$ cat src/rtl/ahb_params_pkg.sv
// AHB-Lite shared encodings for the interconnect return path.
// Transfer types, response codes, slave-select and default-slave states.
package ahb_params_pkg;

  localparam logic [1:0] HTRANS_IDLE   = 2'b00;
  localparam logic [1:0] HTRANS_BUSY   = 2'b01;
  localparam logic [1:0] HTRANS_NONSEQ = 2'b10;
  localparam logic [1:0] HTRANS_SEQ    = 2'b11;

  localparam logic RESP_OKAY  = 1'b0;
  localparam logic RESP_ERROR = 1'b1;

  typedef enum logic [1:0] {
    SEL_NONE,
    SEL_SRAM,
    SEL_DEFAULT
  } ahb_sel_e;

  typedef enum logic [1:0] {
    DS_IDLE,
    DS_ERR1,
    DS_ERR2
  } ds_state_e;

  function automatic logic is_active(input logic [1:0] t);
    return (t == HTRANS_NONSEQ) || (t == HTRANS_SEQ);
  endfunction

endpackage

$ cat src/rtl/ahb_default_slave.sv
// Default slave: answers unmapped transfers with the two-cycle ERROR.
// Outputs are registered alongside the state.
module ahb_default_slave
  import ahb_params_pkg::*;
(
  input  logic       HCLK,
  input  logic       HRESET,
  input  logic       HSEL,
  input  logic [1:0] HTRANS,
  input  logic       HREADY,
  output logic       HREADYOUT,
  output logic       HRESP
);

  ds_state_e state_q, state_d;
  logic      hreadyout_q, hreadyout_d;
  logic      hresp_q, hresp_d;
  logic      start;

  assign start = HREADY & HSEL & is_active(HTRANS);

  always_comb begin
    state_d = state_q;
    unique case (state_q)
      DS_IDLE: if (start) state_d = DS_ERR1;
      DS_ERR1: state_d = DS_ERR2;
      DS_ERR2: state_d = start ? DS_ERR1 : DS_IDLE;
      default: state_d = DS_IDLE;
    endcase
    hreadyout_d = (state_d != DS_ERR1);
    hresp_d     = (state_d == DS_IDLE) ? RESP_OKAY : RESP_ERROR;
  end

  always_ff @(posedge HCLK) begin
    if (HRESET) begin
      state_q     <= DS_IDLE;
      hreadyout_q <= 1'b1;
      hresp_q     <= RESP_OKAY;
    end else begin
      state_q     <= state_d;
      hreadyout_q <= hreadyout_d;
      hresp_q     <= hresp_d;
    end
  end

  assign HREADYOUT = hreadyout_q;
  assign HRESP     = hresp_q;

endmodule

$ cat src/rtl/ahb_resp_mux.sv
// AHB-Lite data-phase return mux: registers the slave select and
// steers SRAM or default-slave response back to the master.
module ahb_resp_mux
  import ahb_params_pkg::*;
#(
  parameter int DATA_W = 32
) (
  input  logic              HCLK,
  input  logic              HRESET,
  input  logic [1:0]        HTRANS,
  input  logic              HSEL_SRAM,
  input  logic              HSEL_DEFAULT,
  input  logic [DATA_W-1:0] HRDATA_SRAM,
  input  logic              HREADYOUT_SRAM,
  input  logic              HRESP_SRAM,
  output logic [DATA_W-1:0] HRDATA,
  output logic              HREADY,
  output logic              HRESP
);

  ahb_sel_e sel_q, sel_d;
  logic     ds_hreadyout;
  logic     ds_hresp;
  logic     ds_hsel;

  // SRAM wins a double select, so the default slave must not start.
  assign ds_hsel = HSEL_DEFAULT & ~HSEL_SRAM;

  ahb_default_slave u_ds (
    .HCLK      (HCLK),
    .HRESET    (HRESET),
    .HSEL      (ds_hsel),
    .HTRANS    (HTRANS),
    .HREADY    (HREADY),
    .HREADYOUT (ds_hreadyout),
    .HRESP     (ds_hresp)
  );

  always_comb begin
    sel_d = sel_q;
    if (HREADY) begin
      if (HSEL_SRAM)         sel_d = SEL_SRAM;
      else if (HSEL_DEFAULT) sel_d = SEL_DEFAULT;
      else                   sel_d = SEL_NONE;
    end
  end

  always_ff @(posedge HCLK) begin
    if (HRESET) sel_q <= SEL_NONE;
    else        sel_q <= sel_d;
  end

  always_ff @(posedge HCLK) begin
    if (!HRESET && HREADY)
      assert (!(HSEL_SRAM && HSEL_DEFAULT));
  end

  always_comb begin
    HRDATA = '0;
    HREADY = 1'b1;
    HRESP  = RESP_OKAY;
    unique case (sel_q)
      SEL_SRAM: begin
        HRDATA = HRDATA_SRAM;
        HREADY = HREADYOUT_SRAM;
        HRESP  = HRESP_SRAM;
      end
      SEL_DEFAULT: begin
        HREADY = ds_hreadyout;
        HRESP  = ds_hresp;
      end
      default: ;
    endcase
  end

endmodule

$ cat config.mk
export PLATFORM = sky130hd
export DESIGN_NAME = ahb_resp_mux
export DESIGN_NICKNAME = d
export VERILOG_FILES = /design/src/rtl/ahb_params_pkg.sv /design/src/rtl/ahb_default_slave.sv /design/src/rtl/ahb_resp_mux.sv
export SDC_FILE = /design/constraint.sdc
export NUM_CORES = 1
export LEC_CHECK = 0
export CORE_MARGIN = 10
export CORE_UTILIZATION = 23
export CTS_CLUSTER_DIAMETER = 120
export CTS_CLUSTER_SIZE = 30
export DETAILED_ROUTE_END_ITERATION = 7
export PLACE_DENSITY = 0.8
export SLEW_MARGIN = 15
export SYNTH_ARGS = -nofsm -noshare
export SYNTH_HDL_FRONTEND = slang
export SYNTH_SLANG_ARGS = --single-unit
$ cat constraint.sdc
create_clock -name HCLK -period 1.8 [get_ports HCLK]
set_input_delay 0.36 -clock HCLK [delete_from_list [all_inputs] [get_ports HCLK]]
set_output_delay 0.36 -clock HCLK [all_outputs]
set_load 0.02 [all_outputs]
==> run_results.csv, run 1 <==
group,metric,value,unit
power,irDropWorstVdd,421.9,uV
setup_path,cp.buffers_inverters,3,
drt,dr.pass1.iters,4,
setup_path,start_kind,"flip-flop",
floorplan,ioPinCount,74,
synth,syn-cell-area,500.5,um^2
sta,rsz0062_at_grt,"no",
placed_design,place_inst,161,
synth,yosys_warnings,0,
drt,vias_per_cell,4.122,
sta,fin_crit_sh,0.9452,
floorplan,initial_utilization,0.2475,
clock_network,cts_num_sinks,6,
clock_network,cts_setup_buffers,0,
floorplan,num_rows,16,
final_layout,diodes,0,
sta,finalSetupViolations,0,
clock_network,clk_pin_slew,0.05,ns
min_path,hold_class,"reg -> reg",
clock_network,cts.path.max_buffers,2,
synth,yosysSeqAreaShare,0.2400,
floorplan,die_x,66.65,um
sta,timing.final.ws_setup,0.09871,ns
drt,wl_per_cell,15.93,um
setup_path,arrival,1.34,ns
grt,grt_pass1_wl,3567,um
setup_path,path_class,"reg -> out",
setup_path,cpMostUsedCell,"buf_4",
grt,grt_overflow,0,
placed_design,portBuffers,72,
sta,tns,0,ns
clock_network,cts_tree,"built",
setup_path,cp_top_family,"buffers and inverters",
placed_design,finalWeightedCongestion,0.8193,
sta,hold_violations,0,
drt,drt_iter0_markers,37,
synth,synth_top_cell_area_share,0.3750,
setup_path,required,1.44,ns
synth,netlist_instances,60,
power,leakagePower,0.0005710,uW
sta,fmax,0.5878,GHz
synth,ys_ff_latch,6,
synth,syn_avg_cell_area,8.341,um^2
clock_network,cts-root-buf,"clkbuf_4",
power,power_density,520.2,nW/um^2
final_layout,drive_gt1_frac,0.3869,
sta,worst_pin_slew,0.2996,ns
floorplan,die_area,4442,um^2
clock_network,cts.htree.levels,1,
clock_network,numCtsBuffers,3,
synth,synthTopCellsByArea,"and2_1 38%, dfxtp_1 24%, a221oi_4 5.3%, ha_1 5.0%, mux2i_1 4.0%",
sta,report.final.slew_viol_count,0,
drt,ant_nets,0,
setup_path,slowest_delay,0.36,ns
drt,wl,2613,um
grt,antenna_found_initial,0,
synth,synth_top_area_cell,"and2_1",
power,power,617.7,uW
run_status,outcome,"complete, no violations",
clock_network,clock_latency,0.24,ns
placed_design,post-dp-hpwl,2301,um
sta,slew_headroom,0.7998,
drt,via_count,676,
setup_path,crit_slowest_cell,"dfxtp_4",
sta,fin_crit,1.701,ns
clock_network,hold_buffers,0,
grt,grt_max_degree,19,
setup_path,crit_fanout,5,
floorplan,die_y,66.65,um
setup_path,endpoint_kind,"output port",
grt,grt.total_usage,0.1038,
floorplan,coreArea,2022,um^2
placed_design,place_ws,-0.2701,ns
final_layout,area_growth,137.3,%
synth,syn_nets,102,
sta,skew,0.003211,ns
final_layout,fin_nets,181,
final_layout,final_cells,164,
synth,synth_cell_types,18,
drt,route.detailed.drc,0,
setup_path,worstPathCellList,"inv_1, ha_4, buf_4, a22oi_2, nor2_1, buf_4",
grt,grt_pass1_vias,645,
job,maxCapViolCount,0,
## layout by cell type (no fill, tap or decap), types with 2 or more instances in the layout
master	netlist	layout
dfxtp_4	0	2
buf_2	0	28
clkbuf_2	0	4
buf_4	0	5
clkdlybuf4s50_1	0	38
nand2b_1	3	3
and2_1	30	30
clkbuf_4	0	3
mux2i_1	2	2
dfxtp_1	6	4
and2_2	2	2
ha_4	0	2
## cell families after synthesis
family,Yosys count,share of synthesized area
AO/OA/AOI/OAI,3,0.08502
buffers and inverters,6,0.05001
AND/OR/NAND/NOR,41,0.5350
multiplexers,2,0.04000
flip-flops,6,0.2400
adder cells (fa/ha/maj),2,0.04999
## sequential cells by signal, indices dropped and copies added, names as in the netlist
signal and cells:
sel_q 2, u_ds.state_q 2, u_ds.HRESP 1, u_ds.HREADYOUT 1
## routing by layer
metal  global-route usage  up-vias  wire (um)
li1                     -      347          -
met1               0.1127      286       1034
met2               0.1718       43       1198
met3              0.05184        0        381
met4              0.03141        0          0
met5                    0        -          0
## stage by stage
stage / area, um^2 / hold WS [ns] / utilization
detailed placement: 1281 / 0.3984 / 0.6337
global route: 1187 / 0.4276 / 0.5873
finish: 1187 / 0.4017 / 0.5873
floorplan: 500.5 / 0.3828 / -
global placement: 1281 / 0.3955 / 0.6337
CTS: 1324 / 0.4039 / 0.6547
## what timing repair did
item                                    4_1_cts  5_1_grt
resized for setup                           105       41
endpoints found under the setup margin       34       32
pin swaps                                     0        1
## path summary, 6_finish.rpt
check                       start              end  slack (ns)  depth (start not counted)
setup / recovery         sel_q[1]            HRESP         0.1                          6
hold reg to reg   u_ds.state_q[1]  u_ds.state_q[1]        0.40                          1
setup reg to reg         sel_q[0]         sel_q[1]        0.49                          5
hold / removal    u_ds.state_q[1]  u_ds.state_q[1]        0.40                          1
## area by class of cell
| cell class | count | area, um^2 |
|---|---|---|
| repair buffers | 77 | 604.3 |
| clock buffers | 3 | 22.52 |
| inverters | 3 | 13.76 |
| well taps | 27 | 33.78 |
| multi-input cells | 48 | 385.4 |
| flip-flops and latches | 6 | 127.6 |
| fillers | 210 | 834.6 |
## Yosys cell counts (all sizes together)
| cell | n |
|---|---|
| a221oi | 1 |
| a22oi | 1 |
| a31o | 1 |
| and2 | 32 |
| and3 | 1 |
| clkbuf | 3 |
| dfxtp | 6 |
| ha | 2 |
| inv | 3 |
| mux2i | 2 |
| nand2b | 3 |
| nand3 | 1 |
| nor2 | 1 |
| nor3b | 1 |
| nor4b | 1 |
| or3b | 1 |
## worst reg2reg max path: stages (launching register included)
cell,delay [ns]
dfxtp_4,0.36
inv_2,0.05
ha_4,0.17
a221oi_4,0.32
buf_4,0.18
mux2i_1,0.16
## power breakdown
part / switching, uW / leakage (uW) / internal [uW]
clock: 45.9 / 0.0000138 / 75.2
combinational: 161 / 0.000507 / 187
sequential: 7.38 / 0.0000503 / 141
No activity file was read; power rests on OpenSTA's default activity.
==> run 2: changes to the inputs <==
--- a/config.mk
+++ b/config.mk
@@ -15,3 +15,4 @@
 export SYNTH_ARGS = -nofsm -noshare
 export SYNTH_HDL_FRONTEND = slang
 export SYNTH_SLANG_ARGS = --single-unit
+export TNS_END_PERCENT = 100
==> constraint.sdc (replaced) <==
create_clock -name HCLK -period 1.8 [get_ports HCLK]
set_input_delay 0.36 -clock HCLK [delete_from_list [all_inputs] [get_ports HCLK]]
set_output_delay 0.36 -clock HCLK [all_outputs]
set_load 0.05 [all_outputs]
==> run 2 against run 1 <==
Against the previous run:
- sequential share of layout area decreased by 3.3 points
- total power grew 50%
- die area unchanged
- fmax is 3.2% lower
==> run_results.csv, run 2 (same netlist as run 1, synthesis figures left out) <==
group,metric,value,unit
clock_network,cts_num_sinks,6,
floorplan,num_rows,16,
sta,fmax,0.5691,GHz
final_layout,final_common_cell,"clkdlybuf4s50_1",
min_path,min_path_cells,1,
setup_path,start_kind,"flip-flop",
setup_path,arrival,1.40,ns
final_layout,fin_nets,179,
setup_path,crit_slowest_cell,"dfxtp_2",
drt,ant_nets,0,
placed_design,finalWeightedCongestion,0.8459,
setup_path,crit_fanout,11,
sta,report.final.slew_viol_count,0,
final_layout,drive_gt1_frac,0.3704,
drt,routed-wl-met3,358,um
power,power.internal,553.2,uW
floorplan,die_y,66.65,um
clock_network,numCtsBuffers,3,
final_layout,area_growth,231.0,%
grt,grt_pass1_wl,4464,um
clock_network,clock_latency,0.24,ns
floorplan,ioPinCount,74,
final_layout,final_cells,162,
setup_path,worstPathCellList,"inv_1, ha_2, buf_4, and2_1, buf_12",
drt,wl,3149,um
drt,m1WireLength,1306,um
placed_design,post-dp-hpwl,2791,um
clock_network,clk_pin_slew,0.05,ns
sta,skew,0.007934,ns
floorplan,coreArea,2022,um^2
power,power_density,558.8,nW/um^2
clock_network,cts_setup_buffers,0,
grt,antenna_found_initial,0,
clock_network,cts-root-buf,"clkbuf_4",
placed_design,portBuffers,72,
grt,grt_max_degree,22,
power,swShare,0.4024,
setup_path,required,1.44,ns
drt,drt_iter0_markers,30,
drt,vias_per_cell,4.278,
power,leakagePower,0.0006684,uW
power,power_frac_seq,0.159,
placed_design,place_inst,159,
drt,via_count,693,
drt,route.detailed.drc,0,
sta,rsz0062_at_grt,"yes",
final_layout,top_regs,"sel_q (2), u_ds.state_q (2)",
power,power.share.clock,0.132,
clock_network,cts.htree.levels,1,
sta,hold_violations,0,
drt,dr.pass1.iters,4,
run_status,outcome,"complete, no violations",
setup_path,path_class,"reg -> out",
setup_path,slowest_delay,0.33,ns
final_layout,layout_common_cells,"38 x clkdlybuf4s50_1, 34 x buf_12, 29 x and2_1",
min_path,hold_class,"reg -> reg",
drt,wl_per_cell,19.44,um
sta,worst_pin_slew,0.2993,ns
sta,fin_crit,1.757,ns
placed_design,dpl_cell_area,1607,um^2
grt,grt_overflow,0,
drt,wl_met2,1477,um
final_layout,diodes,0,
clock_network,hold_buffers,0,
job,maxCapViolCount,0,
setup_path,reg2reg_depth,5,
power,irDropWorstVdd,477.4,uV
sta,finalSetupViolations,0,
grt,grt.total_usage,0.1338,
grt,grt_pass1_vias,737,
sta,slew_headroom,0.7999,
setup_path,endpoint_kind,"output port",
drt,routed.top_layer,"met4",
floorplan,initial_utilization,0.2475,
floorplan,die_area,4442,um^2
sta,fin_crit_sh,0.9762,
final_layout,final_area,1657,um^2
final_layout,fillers,123,
clock_network,cts.path.max_buffers,2,
power,switching_power,372.5,uW
clock_network,cts_tree,"built",
floorplan,die_x,66.65,um
power,combPwrFrac,0.709,
==> run 2: power groups by stage <==
| stage | logic [uW] | clock network [uW] | registers (uW) |
|---|---|---|---|
| 3_5_place_dp | 645 | 0 | 148 |
| 4_1_cts | 656 | 128 | 147 |
| 6_report | 656 | 122 | 147 |
| 2_1_floorplan | 283 | 0 | 146 |
| 3_3_place_gp | 632 | 0 | 147 |
| 5_1_grt | 681 | 137 | 148 |
==> run 2: path summary, 6_finish.rpt <==
kind | from | end | slack [ns]
min | u_ds.state_q[1] | u_ds.state_q[1] | 0.42
min reg2reg | u_ds.state_q[1] | u_ds.state_q[1] | 0.42
max reg2reg | sel_q[1] | sel_q[1] | 0.44
max | sel_q[1] | HRDATA[6] | 0.04
==> run 2: critical path: cells and delay by family, from the launching register on <==
kind,cells,cell delay (ns)
buffers and inverters,3,0.39
DFF,1,0.33
adders and majority gates,1,0.23
and+or+nand+nor,1,0.19
==> run 2: through the flow <==
step	total power [uW]	setup slack (ns)	hold WS, ns	TNS (ns)	utilization
final	925.7	0.04281	0.4241	0	0.8193
after global routing	965.9	-0.02933	0.4281	-0.3157	0.8193
after CTS	930.9	0.003832	0.4176	0	0.8156
after detailed placement	793.2	0.09278	0.4125	0	0.7946
after global placement	779.1	0.1167	0.3950	0	0.7946
after floorplan	429.6	0.06734	0.3828	0	-
==> run 2: layer usage <==
layer	vias to the layer above	global-route usage
li1	341	-
met1	305	0.1578
met2	45	0.2192
met3	2	0.04849
met4	0	0.03927
met5	-	0
==> run 2: what timing repair did <==
action | 4_1_cts | 5_1_grt
setup endpoints to repair | 27 | 30
resized for setup | 4 | 3
pin swaps | 1 | 0
hold endpoints to repair | 0 | 0
==> run 2: final cells by class <==
type                            count  area, um^2  share of cell area
Sequential cell                     6       122.6             0.07402
Timing Repair Buffer               75        1091              0.6586
Clock buffer                        3       22.52             0.01360
Multi-Input combinational cell     48       372.9              0.2251
Tap cell                           27       33.78             0.02039
Inverter                            3       13.76            0.008308
==> run 3: changes to the inputs <==
--- a/config.mk
+++ b/config.mk
@@ -5,6 +5,7 @@
 export SDC_FILE = /design/constraint.sdc
 export NUM_CORES = 1
 export LEC_CHECK = 0
+export CAP_MARGIN = 20
 export CORE_MARGIN = 10
 export CORE_UTILIZATION = 23
 export CTS_CLUSTER_DIAMETER = 120
==> results of run 3 <==
No change in the layout: final DEF, timing and power equal those of run 2.
